File: config.mk
export PLATFORM = sky130hd
export DESIGN_NAME = bank_readout_sequencer
export DESIGN_NICKNAME = d
export VERILOG_FILES = /design/src/rtl/bank_readout_sequencer_pkg.sv /design/src/rtl/bank_readout_sequencer.sv
export SDC_FILE = /design/constraint.sdc
export NUM_CORES = 1
export LEC_CHECK = 0
export ABC_AREA = 0
export CORE_ASPECT_RATIO = 0.75
export CORE_MARGIN = 2
export CORE_UTILIZATION = 43
export CTS_CLUSTER_SIZE = 25
export DETAILED_ROUTE_END_ITERATION = 16
export PLACE_DENSITY = 0.73
export SLEW_MARGIN = 5
export SYNTH_ARGS = -nofsm -noshare
export SYNTH_HDL_FRONTEND = slang
export SYNTH_SLANG_ARGS = --single-unit
File: constraint.sdc
create_clock -name clk -period 4.3 [get_ports clk]
set_input_delay 0.645 -clock clk [delete_from_list [all_inputs] [get_ports clk]]
set_output_delay 0.645 -clock clk [all_outputs]
set_load 0.05 [all_outputs]
File: src/rtl/bank_readout_sequencer_pkg.sv
// Shared types and helpers for the four-bank byte readout sequencer.
// State encoding, bank geometry and the index-to-select split.
package bank_readout_sequencer_pkg;

  localparam int unsigned NUM_BANKS      = 4;
  localparam int unsigned BYTES_PER_BANK = 4;
  localparam int unsigned NUM_IDX        = NUM_BANKS * BYTES_PER_BANK;

  typedef enum logic [2:0] {
    IDLE    = 3'd0,
    SELECT  = 3'd1,
    CAPTURE = 3'd2,
    PRESENT = 3'd3,
    DONE    = 3'd4
  } state_t;

  typedef struct packed {
    logic [1:0] bank;
    logic [1:0] byte_sel;
  } sel_t;

  // Upper two index bits pick the bank, lower two pick the byte lane.
  function automatic sel_t split_idx(input logic [3:0] idx);
    sel_t s;
    s.bank     = idx[3:2];
    s.byte_sel = idx[1:0];
    return s;
  endfunction

endpackage

File: src/rtl/bank_readout_sequencer.sv
// Walks a run of byte indices across four 32-bit banks via the byte mux,
// capturing each registered mux byte and streaming it on valid/ready.
module bank_readout_sequencer
  import bank_readout_sequencer_pkg::*;
#(
  parameter int unsigned MUX_LATENCY = 1,
  parameter int unsigned IDX_W       = 4
) (
  input  logic             clk,
  input  logic             rst,
  input  logic             start,
  input  logic [IDX_W-1:0] first_idx,
  input  logic [IDX_W:0]   count,
  output logic [1:0]       bank_sel,
  output logic [1:0]       byte_sel,
  input  logic [7:0]       mux_data,
  output logic [7:0]       out_data,
  output logic             out_valid,
  input  logic             out_ready,
  output logic             out_last,
  output logic             busy,
  output logic             done
);

  localparam int unsigned WAIT_W = $clog2(MUX_LATENCY + 1) + 1;

  state_t             state_q, state_d;
  logic [IDX_W-1:0]   idx_q, idx_d;
  logic [IDX_W:0]     rem_q, rem_d;
  logic [WAIT_W-1:0]  wait_q, wait_d;
  logic [1:0]         bank_sel_d, byte_sel_d;
  logic [7:0]         out_data_d;
  logic               out_valid_d, out_last_d, busy_d, done_d;
  sel_t               start_sel, next_sel;
  logic [IDX_W-1:0]   idx_inc;

  assign idx_inc   = idx_q + 1'b1;
  assign start_sel = split_idx(first_idx);
  assign next_sel  = split_idx(idx_inc);

  always_ff @(posedge clk) begin
    if (rst) begin
      state_q <= IDLE;
    end else begin
      state_q <= state_d;
    end
  end

  always_comb begin
    state_d     = state_q;
    idx_d       = idx_q;
    rem_d       = rem_q;
    wait_d      = wait_q;
    bank_sel_d  = bank_sel;
    byte_sel_d  = byte_sel;
    out_data_d  = out_data;
    out_valid_d = out_valid;
    out_last_d  = out_last;
    busy_d      = busy;
    done_d      = 1'b0;

    unique case (state_q)
      IDLE: begin
        if (start) begin
          idx_d      = first_idx;
          rem_d      = (count == '0) ? (IDX_W + 1)'(NUM_IDX) : count;
          bank_sel_d = start_sel.bank;
          byte_sel_d = start_sel.byte_sel;
          wait_d     = '0;
          busy_d     = 1'b1;
          state_d    = SELECT;
        end
      end
      // Selects were registered on entry, so they are already stable here.
      SELECT: begin
        if (wait_q == WAIT_W'(MUX_LATENCY)) begin
          state_d = CAPTURE;
        end else begin
          wait_d = wait_q + 1'b1;
        end
      end
      CAPTURE: begin
        out_data_d  = mux_data;
        out_valid_d = 1'b1;
        out_last_d  = (rem_q == (IDX_W + 1)'(1));
        state_d     = PRESENT;
      end
      PRESENT: begin
        if (out_ready) begin
          out_valid_d = 1'b0;
          rem_d       = (rem_q != '0) ? rem_q - 1'b1 : '0;
          if (rem_q == (IDX_W + 1)'(1)) begin
            done_d  = 1'b1;
            state_d = DONE;
          end else begin
            idx_d      = idx_inc;
            bank_sel_d = next_sel.bank;
            byte_sel_d = next_sel.byte_sel;
            wait_d     = '0;
            state_d    = SELECT;
          end
        end
      end
      DONE: begin
        busy_d  = 1'b0;
        state_d = IDLE;
      end
      default: state_d = IDLE;
    endcase
  end

  always_ff @(posedge clk) begin
    if (rst) begin
      idx_q     <= '0;
      rem_q     <= '0;
      wait_q    <= '0;
      bank_sel  <= '0;
      byte_sel  <= '0;
      out_data  <= '0;
      out_valid <= 1'b0;
      out_last  <= 1'b0;
      busy      <= 1'b0;
      done      <= 1'b0;
    end else begin
      idx_q     <= idx_d;
      rem_q     <= rem_d;
      wait_q    <= wait_d;
      bank_sel  <= bank_sel_d;
      byte_sel  <= byte_sel_d;
      out_data  <= out_data_d;
      out_valid <= out_valid_d;
      out_last  <= out_last_d;
      busy      <= busy_d;
      done      <= done_d;
    end
  end

endmodule

==> flow_metrics.py <==
metrics = {
    "status": {
        "status": "completed",
    },
    "sta": {
        "min_period_ns": 2.17,
        "grt_setup_unrepaired": "no",
        "worst_slew_pin_slew_ns": 0.965,
        "period_share_pct": 50.4,
        "max_freq_ghz": 0.461,
        "finalClockSkew_ns": 0.00303,
        "maxSlewViolCount": 0,
        "setup-violations-final": 0,
        "maxSlewHeadroom_pct": 35.4,
        "hold_slack_ns": 0.480,
        "fin_tns_setup_ns": 0,
        "hold_viol_final": 0,
        "setup_slack_ns": 2.13,
    },
    "worst_setup_path": {
        "path_buf_inv": 1,
        "path_class": "flop to output pin",
        "critPathLaunchType": "flop",
        "path_delay_family": "buffers and inverters",
        "arrival_ns": 1.52,
        "cp-end-kind": "output pin",
        "path_cells": "clkdlybuf4s50_1",
        "path_max_fanout": 5,
        "required_ns": 3.65,
        "cp_slowest_cell": "clkdlybuf4s50_1",
        "slowest_delay_ns": 0.84,
    },
    "synthesis": {
        "ys_ff_latch": 26,
        "netlist.area_leader.share_pct": 38.8,
        "synth_nets": 178,
        "syn_inst": 152,
        "yosysWarnings": 0,
        "ys_seq_area_share_pct": 38.8,
        "synth_top_area_cell": "dfxtp_1",
        "synthesis.area_mm2": 0.00134,
        "synth.avg_cell_area_um2": 8.82,
        "synth_flop_cell": "dfxtp_1",
        "postSynth.asyncResetShare_pct": 0,
        "netlist_top_cells_area": "dfxtp_1 39%, mux2i_1 7.5%, nor2_1 4.8%",
        "synth-edff-count": 0,
        "yosys.cell_types.count": 40,
    },
    "detailed_routing": {
        "ant_nets": 0,
        "post-route-drc-count": 0,
        "wire_per_inst_um": 13.5,
        "vias": 1208,
        "routed_wl_um": 2980,
        "drt_iter0_drc": 76,
        "viasPerCell": 5.49,
        "dr.pass1.iters": 4,
    },
    "final_layout": {
        "drive_gt1_share_pct": 5.49,
        "area_growth_pct": 30.8,
        "mostFrequentLayoutCells": "36 x clkdlybuf4s50_1, 26 x dfxtp_1, 17 x nor2_1",
        "final_common_cell": "clkdlybuf4s50_1",
        "layout.nets": 210,
        "num-fill-cells": 255,
        "final_area_mm2": 0.00175,
        "antenna_cells": 0,
    },
    "die": {
        "rows": 17,
        "core_mm2": 0.00296,
        "ios": 37,
        "start_util_pct": 45.3,
        "dieArea_mm2": 0.00358,
        "die_height_um": 52.3,
        "dieWidth_um": 68.5,
    },
    "clock_tree": {
        "cts.sinks": 26,
        "cts_resized": 0,
        "cts_tree": "built",
        "htreeDepth": 1,
        "cts_setup_buffers": 0,
        "clk_pin_slew_ns": 0.08,
        "cts_hold_buffers": 0,
        "cts-root-buf": "clkbuf_8",
        "clockBufferDepth": 2,
        "clk_latency_ns": 0.26,
        "cts_buffers": 3,
    },
    "grt": {
        "grt_pass1_wl_um": 5160,
        "antenna_found_initial": 0,
        "grt_max_degree": 27,
        "grt_pass1_vias": 1173,
        "grt_usage_pct": 18.8,
        "globalRouteOverflowTotal": 0,
    },
    "place": {
        "placed_area_mm2": 0.00171,
        "io_buffers": 36,
        "dp_slack_ns": 1.89,
        "place_hpwl_um": 2200,
        "gp_congestion": 0.766,
    },
    "worst_hold_path": {
        "hold_class": "flop to flop",
    },
    "flow_run": {
        "maxCapViolations": 0,
    },
    "pwr": {
        "ir_drop_uv": 182,
        "p_per_area_mw_per_mm2": 303,
        "p_leak_nw": 0.634,
    },
}
[registers in the layout (all words and copies together), names as in the netlist]
signal,flops
byte_sel,1
done,1
out_last,1
idx_q,1
bank_sel,2
wait_q,2
out_valid,1
rem_q,5
state_q,3
busy,1
out_data,8
[metrics by stage]
stage / instances / utilization (%) / power [mW]
floorplan: 152 / - / 0.359
global placement: 217 / 57.9 / 0.400
detailed placement: 217 / 57.9 / 0.404
CTS: 220 / 59.3 / 0.534
global route: 220 / 59.3 / 0.561
finish: 220 / 59.3 / 0.531
[metal layers]
layer,routed length [µm],global-route usage (%),share of wire [%]
met1,1510,25.2,51
met5,0,0,0
met3,95,4.09,3.2
met4,16,3.00,0.54
met2,1350,31.3,45
[synth_stat cells, types with 2 or more instances]
master	number
ha_1	5
clkbuf_1	5
o32ai_1	3
nor4_1	2
a31oi_1	2
o21ai_0	4
dfxtp_1	26
nand3b_1	2
a211oi_1	4
inv_1	8
o21a_1	3
nand2b_1	3
nor4b_1	2
buf_2	3
nor2b_1	3
nor3_1	7
a21oi_1	12
a32o_1	2
nor2_1	17
or4_1	2
nand2_1	9
mux2i_1	10
[final timing paths]
path | start | end | slack (ns) | cells past startpoint
worst max-delay path | byte_sel[0] | byte_sel[0] | 2.13 | 1
worst min-delay path | busy | busy | 0.48 | 2
worst max register to register | state_q[0] | rem_q[1] | 2.24 | 4
worst min register to register | busy | busy | 0.48 | 2
[kinds of logic (layout without fill, tap and decap cells)]
kind of cell | Yosys count | after routing | share of synthesized area, %
adders and majority gates | 5 | 5 | 4.67
AOI/OAI and AO/OA | 39 | 39 | 20.8
DFF | 26 | 26 | 38.8
and+or+nand+nor | 55 | 55 | 22.9
buffers and inverters | 17 | 47 | 5.32
muxes | 10 | 10 | 7.47
[area by class of cell]
type,instances,area [µm²],share of cell area [%]
tap,38,47.5,2.71
sequential,26,520,29.7
inverter,8,30.0,1.71
multi-input combinational,109,753,43.0
clock buffer,3,41.3,2.36
timing repair buffer,36,360,20.6
[report_power, final]
group | internal, mW | switching, mW | leakage, nW | total, mW
clock | 0.0626 | 0.0690 | 0.0216 | 0.132
sequential | 0.254 | 0.0178 | 0.212 | 0.271
combinational | 0.0602 | 0.0677 | 0.400 | 0.128
total | 0.376 | 0.155 | 0.634 | 0.531
Note: power is estimated with default switching activity, not from simulation.
